File: src/rtl/aes_uart_pkg.sv
// Shared types and constants for the block UART transmitter.
// Holds the top FSM state type and block geometry.
package aes_uart_pkg;

  localparam int BLK_W  = 128;
  localparam int NBYTES = 16;

  typedef enum logic [1:0] {
    IDLE,
    SEND,
    GAP
  } state_e;

endpackage

File: src/rtl/uart_bit_serializer.sv
// 8N1 frame serializer: start, 8 data bits LSB first, stop.
// A start pulse loads a new frame, even on the last stop cycle.
module uart_bit_serializer #(
  parameter int CLKS_PER_BIT = 868
) (
  input  logic       clock,
  input  logic       reset_n,
  input  logic       start_i,
  input  logic [7:0] byte_i,
  output logic       tx_o,
  output logic       last_o
);

  localparam int CW = $clog2(CLKS_PER_BIT);
  localparam logic [CW-1:0] CYC_LAST = CW'(CLKS_PER_BIT - 1);

  logic          active_q, active_d;
  logic [9:0]    shift_q, shift_d;
  logic [3:0]    bit_q, bit_d;
  logic [CW-1:0] cyc_q, cyc_d;
  logic          bit_end;
  logic          last;

  // Frame register and bit/cycle counters.
  always_ff @(posedge clock or negedge reset_n) begin
    if (!reset_n) begin
      active_q <= 1'b0;
      shift_q  <= '0;
      bit_q    <= '0;
      cyc_q    <= '0;
    end else begin
      active_q <= active_d;
      shift_q  <= shift_d;
      bit_q    <= bit_d;
      cyc_q    <= cyc_d;
    end
  end

  // Advance one cycle within the bit, or move to the next bit.
  always_comb begin
    active_d = active_q;
    shift_d  = shift_q;
    bit_d    = bit_q;
    cyc_d    = cyc_q;
    bit_end  = active_q && (cyc_q == CYC_LAST);
    last     = bit_end && (bit_q == 4'd9);
    if (start_i) begin
      active_d = 1'b1;
      shift_d  = {1'b1, byte_i, 1'b0};
      bit_d    = '0;
      cyc_d    = '0;
    end else if (active_q) begin
      if (bit_end) begin
        cyc_d = '0;
        if (last) begin
          active_d = 1'b0;
        end else begin
          shift_d = {1'b1, shift_q[9:1]};
          bit_d   = bit_q + 4'd1;
        end
      end else begin
        cyc_d = cyc_q + CW'(1);
      end
    end
  end

  assign tx_o   = active_q ? shift_q[0] : 1'b1;
  assign last_o = last;

endmodule

File: src/rtl/aes_block_uart_tx.sv
// Sends a 128-bit block as 16 UART bytes, MSB byte first,
// with idle-high gaps between bytes of one block.
module aes_block_uart_tx
  import aes_uart_pkg::*;
#(
  parameter int CLKS_PER_BIT = 868,
  parameter int GAP_CYCLES   = 100000
) (
  input  logic             clock,
  input  logic             reset_n,
  input  logic             blk_valid,
  input  logic [BLK_W-1:0] blk_data,
  output logic             blk_ready,
  output logic             tx,
  output logic             busy,
  output logic [3:0]       byte_idx,
  output logic             blk_done
);

  localparam int GW = (GAP_CYCLES > 1) ? $clog2(GAP_CYCLES) : 1;
  localparam logic [GW-1:0] GAP_LAST =
    GW'((GAP_CYCLES > 0) ? GAP_CYCLES - 1 : 0);
  localparam logic [3:0] IDX_LAST = 4'(NBYTES - 1);

  state_e           state_q, state_d;
  logic [BLK_W-1:0] data_q, data_d;
  logic [3:0]       idx_q, idx_d;
  logic [GW-1:0]    gap_q, gap_d;
  logic             ser_start;
  logic [7:0]       ser_byte;
  logic             ser_last;
  logic             done;

  // State, remaining-bytes shift register, index and gap count.
  always_ff @(posedge clock or negedge reset_n) begin
    if (!reset_n) begin
      state_q <= IDLE;
      data_q  <= '0;
      idx_q   <= '0;
      gap_q   <= '0;
    end else begin
      state_q <= state_d;
      data_q  <= data_d;
      idx_q   <= idx_d;
      gap_q   <= gap_d;
    end
  end

  // Next-state logic; data_q always holds the next byte at its top.
  always_comb begin
    state_d   = state_q;
    data_d    = data_q;
    idx_d     = idx_q;
    gap_d     = gap_q;
    ser_start = 1'b0;
    ser_byte  = data_q[BLK_W-1 -: 8];
    done      = 1'b0;
    unique case (state_q)
      IDLE: begin
        if (blk_valid) begin
          ser_start = 1'b1;
          ser_byte  = blk_data[BLK_W-1 -: 8];
          data_d    = {blk_data[BLK_W-9:0], 8'h00};
          idx_d     = '0;
          state_d   = SEND;
        end
      end
      SEND: begin
        if (ser_last) begin
          if (idx_q == IDX_LAST) begin
            done    = 1'b1;
            idx_d   = '0;
            state_d = IDLE;
          end else if (GAP_CYCLES == 0) begin
            ser_start = 1'b1;
            data_d    = {data_q[BLK_W-9:0], 8'h00};
            idx_d     = idx_q + 4'd1;
          end else begin
            gap_d   = '0;
            state_d = GAP;
          end
        end
      end
      GAP: begin
        if (gap_q == GAP_LAST) begin
          ser_start = 1'b1;
          data_d    = {data_q[BLK_W-9:0], 8'h00};
          idx_d     = idx_q + 4'd1;
          state_d   = SEND;
        end else begin
          gap_d = gap_q + GW'(1);
        end
      end
      default: state_d = IDLE;
    endcase
  end

  uart_bit_serializer #(
    .CLKS_PER_BIT(CLKS_PER_BIT)
  ) u_ser (
    .clock  (clock),
    .reset_n(reset_n),
    .start_i(ser_start),
    .byte_i (ser_byte),
    .tx_o   (tx),
    .last_o (ser_last)
  );

  assign blk_ready = (state_q == IDLE);
  assign busy      = ~blk_ready;
  assign byte_idx  = idx_q;
  assign blk_done  = done;

endmodule
File: config.mk
export PLATFORM = sky130hd
export DESIGN_NAME = aes_block_uart_tx
export DESIGN_NICKNAME = d
export VERILOG_FILES = /design/src/rtl/aes_uart_pkg.sv /design/src/rtl/uart_bit_serializer.sv /design/src/rtl/aes_block_uart_tx.sv
export SDC_FILE = /design/constraint.sdc
export NUM_CORES = 1
export LEC_CHECK = 0
export CAP_MARGIN = 10
export CORE_MARGIN = 4
export CORE_UTILIZATION = 60
export CTS_BUF_LIST = sky130_fd_sc_hd__clkbuf_8
export CTS_CLUSTER_DIAMETER = 80
export DETAILED_ROUTE_END_ITERATION = 12
export PLACE_DENSITY = 0.88
export SYNTH_ARGS = -nofsm -noshare
export SYNTH_HDL_FRONTEND = slang
export SYNTH_HIERARCHICAL = 1
export SYNTH_SLANG_ARGS = --single-unit
File: constraint.sdc
create_clock -name clock -period 4.9 [get_ports clock]
set_input_delay 0.98 -clock clock [delete_from_list [all_inputs] [get_ports clock]]
set_output_delay 0.98 -clock clock [all_outputs]
set_load 0.01 [all_outputs]
==> results.md, run 1 <==
Layout:
- Compared with the post-synthesis result, the final layout area differs by 21.2%.
- After filler insertion, the fill cell instance count of the layout stands at 970.
- Of the cells placed in the final design, the portion with a size suffix greater than 1 is 10.6%.
- For this run, the post-layout net count is 1181.
- The count of antenna diodes in the layout is 0.
- The finished cells cover 0.0105 mm².

Detailed routing:
- For this block, the initial DRC count from the detailed router was 563.
- The post-route DRC violation count is 0.
- The total wire length is 19800 µm.
- The routed wirelength normalized by instance count is 16.0 µm.
- Summing over every cut layer, the via total after detailed routing is 6839.
- The via count normalized by instance count is 5.52.
- The number of routed nets with antenna violations is 0.
- For this run, the detailed router's first-pass iteration total came to 5.

GRT:
- The number of global-route vias before repair was 6888.
- The global-route wire length before repair is 32500 µm.
- The number of antenna violations at the first check in global routing is 0.
- Entering global routing, the biggest net connects 102 pins.
- After global routing the overflow that remains totals 0.
- The combined global-route utilization of all metal layers is 24.9%.

Floorplanning:
- The full die area is approximately 0.016 mm².
- The die outline width is 128 µm.
- roughly 140 I/O pins were placed.
- In this run the core area contains 43 standard-cell rows.
- The starting density of the core is just over 60%.
- The height of the die is 128 µm.
- The area of the core is approximately 0.014 mm².

Worst hold path:
- The kind of path behind the tightest hold check is register to register.

Timing:
- The post-route minimum period is 3710 ps.
- The hold violation total from the final report is 0.
- Timing would allow up to 270 MHz.
- The largest clock skew in the final design is ~12 ps.
- Setup repair after global routing left no endpoint under its margin.
- The post-route fraction of the period consumed by the critical path is approximately three quarters.
- Measured against its own limit, the worst slew margin works out to a little over a third.
- Setup violations remaining at the end of the flow were counted as 0.
- For the pin with the worst max-slew slack, the measured transition is 945 ps.
- The max-slew violation count came to 0.
- After routing, the total negative slack on setup checks comes to 0 ps.

Synthesis:
- The dominant register cell in the synthesized netlist is sky130_fd_sc_hd__dfrtp_1.
- For this run, the number of Yosys warnings is 6.
- The number of nets handed over by synthesis was 1070.
- The number of cells produced by synthesis is 934.
- The synthesized area per cell is 9.26 µm².
- The number of different library cells used by synthesis comes to 62.
- The post-synthesis cell area is 0.00864 mm².
- The count of state elements after synthesis is 168.
- In this run, synthesis inferred 0 flip-flops with an integrated enable.
- After synthesis, the share of flip-flops with an asynchronous set or reset is between 90% and 100%.
- The share of the Yosys chip area taken by registers is about half.

Clock tree:
- The post-CTS setup buffer count is 0.
- Clock-pin slew was measured on the worst setup and hold paths at 90 ps.
- The longest clock path from root to sink contains 2 buffers.
- The CTS sink count is 168.
- The clock tree root driver cell is sky130_fd_sc_hd__clkbuf_8.
- The hold-fix buffer count after cts is 0.
- The number of clock buffers added by TritonCTS is 17.
- The clock insertion delay at the later pin of the skew report is 460 ps.
- TritonCTS built the clock tree.
- The post-cts sizing count is 0.
- In this run the number of H-tree levels came out at 4.

Worst setup path:
- The category of the most critical setup path is register to output pin.
- The count of buffering cells on the critical path with inverters included is 1.
- The worst endpoint data arrival time is 2730 ps.
- STA classifies the critical path endpoint as an output pin.
- The worst setup path is launched from a register.
- The largest individual stage delay along the critical path comes from the cell sky130_fd_sc_hd__dfrtp_1.
- The peak per-stage delay on the critical path is slightly below 600 ps.
- Of all nets on the critical path, the largest fanout is 11.
- Traced cell by cell, the critical path runs through and4b_2 > nand3_1 > nor2_1 > nand3b_1 > nor2_1 > clkdlybuf4s50_1.
- The most used cell along the critical path is sky130_fd_sc_hd__nor2_1.
- At the worst endpoint, the required time is ~4000 ps.
- The cell family contributing the most delay on the critical path is simple AND/OR/NAND/NOR gates.

Place:
- The count of port buffers added during placement is 138.
- The placed instances occupy a cell area of 0.0100 mm².
- The weighted congestion reported at the end of routability-driven placement is ~0.87.
- Detailed placement finished with a half-perimeter wire length of between 10000 and 15000 µm.

Power and ir drop:
- The analysis attributes to cell leakage a power of 0.00418 µW.
- The cell area power density is 254 mW/mm².
- The maximum vdd ir drop is slightly below 200 µV.

Flow run:
- Across the run, the number of max-cap violations was 0.

Status:
- The run finished with clean final reports.
## kinds of logic (layout without fill, tap and decap cells)
kind of cell	Yosys count	after routing	share of synthesized area, %
AOI/OAI and AO/OA	64	64	5.28
xor gates and xnor gates	8	8	0.811
adders and majority gates	5	5	0.724
buffers and inverters	63	187	3.92
DFF	168	168	48.6
muxes	123	123	15.9
and+or+nand+nor	503	503	24.8
## Yosys cell counts, types with 2 or more instances
| cell | number | area share, % |
|---|---|---|
| sky130_fd_sc_hd__a211o_1 | 6 | 0.61 |
| sky130_fd_sc_hd__a21boi_0 | 2 | 0.17 |
| sky130_fd_sc_hd__a21oi_1 | 6 | 0.35 |
| sky130_fd_sc_hd__a221o_1 | 2 | 0.23 |
| sky130_fd_sc_hd__a2bb2oi_1 | 4 | 0.41 |
| sky130_fd_sc_hd__a31oi_1 | 3 | 0.22 |
| sky130_fd_sc_hd__a41oi_1 | 3 | 0.30 |
| sky130_fd_sc_hd__and2_1 | 3 | 0.22 |
| sky130_fd_sc_hd__and3_1 | 7 | 0.51 |
| sky130_fd_sc_hd__and4_1 | 2 | 0.20 |
| sky130_fd_sc_hd__buf_2 | 6 | 0.35 |
| sky130_fd_sc_hd__buf_4 | 7 | 0.61 |
| sky130_fd_sc_hd__buf_6 | 9 | 1.2 |
| sky130_fd_sc_hd__clkbuf_1 | 30 | 1.3 |
| sky130_fd_sc_hd__dfrtp_1 | 168 | 49 |
| sky130_fd_sc_hd__ha_1 | 5 | 0.72 |
| sky130_fd_sc_hd__inv_1 | 10 | 0.43 |
| sky130_fd_sc_hd__mux2_1 | 60 | 7.8 |
| sky130_fd_sc_hd__mux2_2 | 53 | 6.9 |
| sky130_fd_sc_hd__mux2i_1 | 10 | 1.2 |
| sky130_fd_sc_hd__nand2_1 | 402 | 17 |
| sky130_fd_sc_hd__nand2b_1 | 6 | 0.43 |
| sky130_fd_sc_hd__nand3_1 | 17 | 0.98 |
| sky130_fd_sc_hd__nand3b_1 | 4 | 0.35 |
| sky130_fd_sc_hd__nand4_1 | 10 | 0.72 |
| sky130_fd_sc_hd__nor2_1 | 22 | 0.96 |
| sky130_fd_sc_hd__nor2b_1 | 2 | 0.14 |
| sky130_fd_sc_hd__nor3_1 | 6 | 0.35 |
| sky130_fd_sc_hd__nor3b_1 | 4 | 0.35 |
| sky130_fd_sc_hd__nor4_1 | 2 | 0.14 |
| sky130_fd_sc_hd__o21ai_0 | 24 | 1.4 |
| sky130_fd_sc_hd__or2_2 | 2 | 0.14 |
| sky130_fd_sc_hd__or3_1 | 2 | 0.14 |
| sky130_fd_sc_hd__xnor2_1 | 3 | 0.30 |
| sky130_fd_sc_hd__xor2_1 | 5 | 0.51 |
## final timing paths
kind / from / endpoint / slack [ps] / cells after the start
worst max-delay path: u_ser/active_q / blk_done / 1190 / 6
worst min-delay path: u_ser/shift_q[9] / u_ser/shift_q[9] / 470 / 1
worst max register to register: gap_q[13] / data_q[46] / 1860 / 5
worst min register to register: u_ser/shift_q[9] / u_ser/shift_q[9] / 470 / 1
max in group asynchronous: reset_n / u_ser/cyc_q[7] / 3150 / 2
min in group asynchronous: reset_n / gap_q[0] / 590 / 1
## per-stage QoR
stage	std cells	hold slack [ps]	worst slack, ps	util, %	power (µW)
after global placement	1206	449	1370	71.8	1590
after floorplan	934	434	2560	-	1450
final	1238	471	1190	74.9	2670
after global routing	1238	492	1080	74.9	2760
after detailed placement	1206	452	1360	71.8	1590
after CTS	1238	477	1210	74.9	2690
## power breakdown
group          internal [µW]  total, µW  switching (µW)
logic                    109        181            71.5
clock network            573       1100             528
registers               1380       1380               0
total                   2070       2670             599
## placed cells by master (no fill, tap or decap), types with 5 or more instances in the layout
cell type                         synthesis  routed
sky130_fd_sc_hd__ha_1                     5       5
sky130_fd_sc_hd__dfrtp_1                168     168
sky130_fd_sc_hd__xor2_1                   5       5
sky130_fd_sc_hd__and3_1                   7       7
sky130_fd_sc_hd__a211o_1                  6       6
sky130_fd_sc_hd__a21oi_1                  6       6
sky130_fd_sc_hd__nor2_1                  22      22
sky130_fd_sc_hd__mux2_1                  60      60
sky130_fd_sc_hd__nand2b_1                 6       5
sky130_fd_sc_hd__inv_1                   10      10
sky130_fd_sc_hd__mux2i_1                 10      10
sky130_fd_sc_hd__nand2_1                402     402
sky130_fd_sc_hd__nand3_1                 17      17
sky130_fd_sc_hd__mux2_2                  53      53
sky130_fd_sc_hd__nand4_1                 10      10
sky130_fd_sc_hd__o21ai_0                 24      24
sky130_fd_sc_hd__nor3_1                   6       6
sky130_fd_sc_hd__clkbuf_8                 0      18
sky130_fd_sc_hd__clkdlybuf4s50_1          0     137
sky130_fd_sc_hd__buf_4                    7       6
## layer usage
| layer | up-vias | wire length, µm | global-route usage, % |
|---|---|---|---|
| met5 | - | 0 | 0 |
| met4 | 0 | 630 | 11.2 |
| met3 | 50 | 1210 | 5.54 |
| met2 | 216 | 9330 | 39.2 |
| met1 | 3251 | 8580 | 33.1 |
| li1 | 3322 | - | - |
## flip-flops by register name, summed over array words and instances (netlist names)
register / cells
u_ser/active_q: 1
u_ser/cyc_q: 10
u_ser/bit_q: 4
gap_q: 17
state_q: 2
byte_idx: 4
data_q: 120
u_ser/shift_q: 10
## final cells by class
type,instances,area [µm²],area share (%)
Multi-Input combinational cell,703,4120,39.3
Sequential cell,168,4200,40.1
Clock inverter,14,195,1.86
Clock buffer,18,248,2.36
Tap cell,180,225,2.15
Inverter,10,37.5,0.358
Timing Repair Buffer,145,1450,13.8
Note: power is estimated with default switching activity, not from simulation.
==> run 2, diff against run 1 <==
CORE_UTILIZATION = 50   (was 60)
PLACE_DENSITY = 0.78   (was 0.88)
clock period = 3 ns   (was 4.9 ns; I/O delays follow)
==> run 2 against run 1 <==
  * Global-route usage down 4.1 points
  * Sequential share of layout area down 0.60 points
  * Combinational power up 65%
  * Wire length about the same
  * Critical endpoint unchanged
  * Largest power group unchanged
  * Register-to-register slack worse by 1300 ps
==> results.md, run 2 (synthesized netlist as in run 1, its figures left out) <==
Status:
- The flow ran to the end, and the final reports show no timing, DRC or antenna violations.

Layout:
- The finished cells cover 0.0106 mm².
- The number of flip-flops under the largest register name is 120.
- Cells with a size suffix above 1 make up 11.9% of the layout.
- The count of antenna diodes in the layout is 0.
- The top cell types in the final layout, fill and taps aside, are sky130_fd_sc_hd__nand2_1 (402), sky130_fd_sc_hd__dfrtp_1 (167), sky130_fd_sc_hd__clkdlybuf4s50_1 (136), sky130_fd_sc_hd__mux2_1 (60), sky130_fd_sc_hd__mux2_2 (53).
- After the last flow step, the layout net total stands at between 1000 and 1500.
- The largest registers in the layout are data_q (120), gap_q (17).
- The most common cell after layout, fill and taps aside is sky130_fd_sc_hd__nand2_1.
- More flip-flops sit in one register than any other, and that register is data_q.
- The area added between synthesis and finish is 23.1%.
- For this run, the share of the core covered by cells in the final layout is 63.5%.
- The number of non-filler instances in the completed layout is 1290.

Worst setup path:
- The worst setup path is captured at an output pin.
- Counting cells, the worst reg-to-reg path comes to 6.
- The count of buffering cells on the critical path with inverters included is 1.
- Across all register-to-register paths, the minimum setup slack is 540 ps.
- The capturing point of the worst reg2reg path is data_q[115].
- The type of origin of the critical path is a register.
- The required arrival time at the worst endpoint is about 2400 ps.
- Data arrives at the worst endpoint at 1930 ps.
- The beginning of the worst register-to-register path is gap_q[0].
- The maximum fanout encountered on the critical timing path is 5.
- The peak per-stage delay on the critical path is 410 ps.
- The category of the most critical setup path is register to output pin.
- The cell family contributing the most delay on the critical path is simple AND/OR/NAND/NOR gates.
- Walking the worst path, the cells encountered are ha_2 > and2b_2 > nand3_1 > nor2_2 > nand3b_1 > nor2_1 > dlymetal6s2s_1.
- The cell type of the slowest stage on the worst timing path is sky130_fd_sc_hd__dfrtp_1.

Clock tree:
- The clock passes through at most 2 buffers.
- The clock-pin slew reported for the worst setup and hold paths after clock tree synthesis is 90 ps.
- TritonCTS built the clock tree.
- The clock drives 168 sinks.
- The clock tree synthesis step divided the H-tree into 4 levels.
- Clock latency on the worst-skew pair, taken at its later pin, is ~460 ps.
- The root buffer cell chosen for the clock tree is sky130_fd_sc_hd__clkbuf_8.
- The number of buffers created by CTS is 17.

Power and ir drop:
- IR analysis of the VDD net gives a maximum drop of 272 µV.
- Power spread over the standard cell area amounts to a little over 400 mW/mm².
- The proportion of power drawn by flip-flops and latches is 52.8%.
- Combinational cells account for about 6.9% of the total power.
- Net switching is 23.3% of the power.
- Cell internal power was estimated by the tool at roughly 3300 µW.
- The share of total power in the clock network is 40.3%.
- Summed over all nets, the switching power comes to 997 µW.
- For this design the static power due to leakage is 0.00427 µW.

Timing:
- Headroom to the max-slew limit came out at 40.6%.
- The hold violation total from the final report is 0.
- Based on the critical path, the design can be clocked at up to 395 MHz.
- Summed over all failing endpoints, the final setup total negative slack is 0 ps.
- For the pin with the worst max-slew slack, the measured transition is 890 ps.
- The number of endpoints failing setup at the final stage is 0.
- The post-route minimum period is 2530 ps.
- The max-slew violation count came to 0.
- After layout, the worst path uses 84.4% of the clock period.
- The largest clock skew in the final design is between 10 and 15 ps.
- Setup repair after global routing left no endpoint under its margin.

GRT:
- The number of global-route vias before repair is 6774.
- The global-route wire length before repair is 33400 µm.
- The pin count of the biggest net entering global routing is ~120.
- The global-route track usage on met3 is 4.67%.
- For this run, the total global-route usage over all layers was measured as about a fifth.
- met2 is the most crowded layer.
- Global routing consumed, on the met1 layer, 29.1% of the routing resources.
- The total overflow left after global routing is 0.
- The number of antenna violations at the first check in global routing is 2.
- The met2 track demand over resource in global routing is 32.7%.

Place:
- The weighted congestion reported at the end of routability-driven placement is 0.837.
- Counting tap cells, the placed design contains a total of around 1300 instances.
- The placement-stage cell area is 0.0102 mm².
- The HPWL reported at the end of detailed placement is 13300 µm.
- Port buffering added 138 buffers.

Detailed routing:
- The routed design has between 15000 and 20000 µm of wire.
- The detailed router's first-iteration violation count is 534.
- The via count is 6832.
- The post-route DRC violation count is 0.
- The via count normalized by instance count is 5.30.
- After detailed routing, the average wire length per cell comes to 15.3 µm.
- The number of detailed-route iterations in the first pass is 5.
- In this run the remaining antenna-violating nets after routing total 0.

Worst hold path:
- The min-delay analysis places its worst path in the category input pin to asynchronous set/reset pin.

Floorplanning:
- After floorplanning, the core was sized to cover 0.0168 mm².
- The number of standard-cell rows in the floorplan is 47.
- During I/O placement, the number of pins put on the boundary was approximately 140.
- The initial utilization of the core area, before any placement, comes to 51.6%.
- In this run the horizontal extent of the chip is roughly 140 µm.
- The height of the die is 139 µm.
- The floorplan step defined a die boundary enclosing 0.0195 mm².

Flow run:
- Max-cap violations in this run came to 0.
-- run 2: cell type report --
type	count	area, µm²
repair buffers	157	1570
fillers	1396	6120
clock inverters	15	195
well taps	220	275
multi-input cells	703	4130
flip-flops and latches	168	4210
clock buffers	17	234
inverters	10	37.5
-- run 2: what timing repair did --
action,in CTS,in global routing
hold buffers,0,0
endpoints found under the setup margin,1,1
resized for setup,1,4
buffers inserted,0,3
-- run 2: how the worst max path moves through the flow --
stage,cells past startpoint,endpoint,slack [ps],from
finish,7,blk_done,470,u_ser/cyc_q[1]
global placement,7,blk_done,560,u_ser/cyc_q[0]
CTS,7,blk_done,30,u_ser/cyc_q[0]
global route,7,blk_done,350,u_ser/cyc_q[1]
floorplan,10,u_ser/cyc_q[8],750,gap_q[0]
detailed placement,7,blk_done,490,u_ser/cyc_q[0]
-- run 2: layer usage --
metal	up-vias	routed length, µm
met3	29	1190
met2	194	9280
met1	3258	8960
met5	-	34
met4	4	280
li1	3347	-
-- run 2: power by group through the flow --
stage	sequential, µW	combinational, µW	clock (µW)
after floorplan	2310	58.3	0
after global placement	2310	300	0
after detailed placement	2310	301	0
after CTS	2260	304	1780
after global routing	2260	332	1880
final	2260	298	1730
-- run 2: per-stage QoR --
| stage | power [µW] | setup slack (ps) | hold WS, ps |
|---|---|---|---|
| global placement | 2610 | 565 | 459 |
| CTS | 4350 | 28.0 | 118 |
| floorplan | 2370 | 748 | 304 |
| finish | 4290 | 469 | 111 |
| global route | 4470 | 348 | 121 |
| detailed placement | 2610 | 488 | 463 |
==> run 3, diff against run 2 <==
clock period = 2.2 ns   (was 3 ns; I/O delays follow)
==> run 3 against run 2 <==
  * Final cell count up 4.3%
  * Non-clock buffer count increased by 55
  * Critical path depth grew 1
  * Sequential power grew 36%
  * Worst hold slack gained 360 ps
  * Register-to-register slack got worse by 530 ps
  * Total power is 38% higher
  * Sequential cell count is the same
  * Critical endpoint is now data_q[98]
  * Count of clock-buffer cells in the layout increased by 3
  * Clock skew fell by 1.0 ps
  * Combinational power rose by 39%
  * Highest routed layer unchanged
==> results.md, run 3 (synthesized netlist as in run 1, its figures left out) <==
Status:
- The flow ran to the end, and the final reports show no timing, DRC or antenna violations.

GRT:
- The global-route wire length before repair is between 30000 and 40000 µm.
- For this run, the total global-route usage over all layers was measured as 21.2%.
- The number of global-route vias before repair is 7037.
- The number of antenna violations at the first check in global routing is 1.
- After global routing the overflow that remains totals 0.
- The pin count of the biggest net entering global routing is 65.

Layout:
- The number of nets in the finished design is between 1000 and 1500.
- The top register by number of flip-flops is data_q.
- Relative to the synthesized area, the layout overhead comes to 31.6%.
- In the final layout, the registers with the most flip-flops are data_q (120), gap_q (17).
- The most common cell after layout, fill and taps aside is sky130_fd_sc_hd__nand2_1.
- The number of non-filler instances in the completed layout is roughly 1300.
- The register with the most flip-flops in the layout has 120 of them.
- The number of antenna diodes in the final layout is 0.
- After routing the design area is 0.0114 mm².
- The top cell types in the final layout, fill and taps aside, are sky130_fd_sc_hd__nand2_1 (402), sky130_fd_sc_hd__dfrtp_1 (166), sky130_fd_sc_hd__clkdlybuf4s50_1 (136), sky130_fd_sc_hd__mux2_1 (54), sky130_fd_sc_hd__buf_4 (54).
- Cells with a size suffix above 1 make up between 15 and 20% of the layout.

Timing:
- Setup violations remaining at the end of the flow were counted as 0.
- The largest clock skew in the final design is 9.13 ps.
- The max-slew violation count is 0.
- Setup total negative slack on the finished layout was measured at 0 ps.
- The hold violation total from the final report is 0.
- The post-route minimum period is 2190 ps.
- The peak clock frequency supported by timing is 456 MHz.
- The worst slew margin relative to its limit is 63.3%.
- After layout, the worst path uses 99.7% of the clock period.
- For the pin with the worst max-slew slack, the measured transition is 550 ps.
- Setup repair after global routing could not meet its margin everywhere.

Place:
- Including well taps, the total number of placed cells is 1297.
- The count of port buffers added during placement is 138.
- The HPWL reported at the end of detailed placement is approximately 14000 µm.
- The weighted congestion reported at the end of routability-driven placement is 0.826.
- In this run the cell area measured after placement is 0.0106 mm².

Clock tree:
- The clock reaches the later pin of the worst-skew pair after 450 ps.
- The number of buffers created by CTS is 17.
- The longest clock path from root to sink contains 2 buffers.
- The H-tree was split into 4 levels.
- The TritonCTS clock tree is yes.
- After clock tree synthesis, the clock-pin slew on the worst setup and hold paths is approximately 80 ps.
- CTS saw 168 sinks.
- The clock tree root driver cell is sky130_fd_sc_hd__clkbuf_8.

Worst hold path:
- The start point of the worst min-delay path is u_ser/shift_q[0].
- The worst hold path passes through 2 cells.
- The worst hold path terminates at u_ser/shift_q[0].
- The worst hold path belongs to the class register to register.

Power and ir drop:
- Registers are responsible for ~52% of the overall power.
- The maximum vdd ir drop is 350 µV.
- Combinational cells account for around 7% of the total power.
- The leakage component of the power is 0.00474 µW.
- The cell area power density is 519 mW/mm².
- The power dissipated by switching net loads is approximately 1300 µW.
- The clock network is responsible for between 40% and 50% of the overall power.
- Internal power comes to 4640 µW.
- Net switching is 21.3% of the power.

Worst setup path:
- The most used cell along the critical path is sky130_fd_sc_hd__buf_12.
- The setup slack on the worst flop-to-flop path is 7 ps.
- The element type at the critical path end is a register.
- The beginning of the worst register-to-register path is gap_q[1].
- In this run the worst path has a maximum fanout of 8.
- The required arrival time at the worst endpoint is about 2500 ps.
- The cell depth of the worst flop-to-flop path is 8.
- The worst endpoint data arrival time is 2530 ps.
- On the worst path, the slowest cell contributes a delay of roughly 390 ps.
- The critical path goes through ha_2 > and4_4 > nand4_1 > o21ai_4 > buf_12 > buf_12 > clkbuf_16 > mux2_4.
- The type of origin of the critical path is a register.
- The capturing point of the worst reg2reg path is data_q[98].
- The cell type of the slowest stage on the worst timing path is sky130_fd_sc_hd__dfrtp_1.
- The category of the most critical setup path is register to register.

Floorplanning:
- The area of the core is 0.0168 mm².
- Row generation in the floorplan step produced 47 rows.
- The height of the die is around 140 µm.
- The starting density of the core is approximately half.
- In this run the horizontal extent of the chip is 139 µm.
- The full die area is between 0.015 and 0.02 mm².
- The top-level I/O count is 139.

Detailed routing:
- The via count normalized by instance count is ~5.3.
- The count of nets left with antenna violations once routing finished came out at 0.
- Across all layers, the routed design uses 7099 vias.
- The total wire length is 20900 µm.
- The first routing iteration left 458 violations.
- For this run, the detailed router's first-pass iteration total came to 5.
- The routed wirelength normalized by instance count is 15.6 µm.
- The post-route DRC violation count is 0.

Flow run:
- The number of maximum-capacitance constraint violations is 0.
[run 3: stage by stage]
stage                     utilization (%)  power [µW]  hold slack (ps)  worst slack (ps)
after global placement               63.3        3560              451              97.0
after floorplan                         -        3230              144              14.5
after detailed placement             63.3        3560              446              11.2
final                                67.9        5900              476              7.02
after global routing                 67.9        6130              501             -77.5
after CTS                            66.0        5940              481             -38.0
[run 3: worst max path at each step]
stage	depth (start not counted)	slack (ps)	to	from
detailed placement	6	10	data_q[30]	gap_q[11]
CTS	6	-40	blk_done	u_ser/cyc_q[2]
global placement	6	100	blk_done	u_ser/cyc_q[3]
finish	8	7	data_q[98]	gap_q[1]
global route	7	-80	blk_done	u_ser/bit_q[1]
floorplan	9	10	gap_q[9]	u_ser/cyc_q[0]
[run 3: routing by layer]
layer	share of wire, %	GRT usage [%]	wire, µm	up-vias
met5	0.062	0	13	-
met4	1.3	5.97	266	2
met3	5.7	4.29	1190	22
met2	48	33.8	9980	220
met1	45	29.7	9490	3403
li1	-	-	-	3452
[run 3: cell type report]
cell class	count	area (µm²)
fill	1286	5390
multi-input combinational	703	4270
sequential	168	4210
timing repair buffer	212	2160
clock buffer	20	275
tap	220	275
clock inverter	12	158
inverter	10	37.5
[run 3: critical path: cells and delay by family, from the launching register on]
kind / cells / cell delay, ps
compound gates: 1 / 290
flops: 1 / 390
fa+ha+maj: 1 / 190
mux: 1 / 300
simple gates: 2 / 430
buf+inv: 3 / 460
[run 3: power groups by stage]
stage,Sequential [µW],Clock (µW),Combinational (µW)
final,3080,2400,414
after global routing,3080,2590,461
after CTS,3080,2440,419
after detailed placement,3150,0,414
after global placement,3150,0,414
after floorplan,3150,0,79.5
[run 3: repair_timing]
action / in CTS / in global routing
endpoints found under the setup margin: 3 / 90
gates resized for setup: 7 / 39
endpoints found under the hold margin: 51 / 0
buffers inserted: 1 / 11
hold buffers: 1 / 0
pin swaps: 3 / 8
cloned: 0 / 3
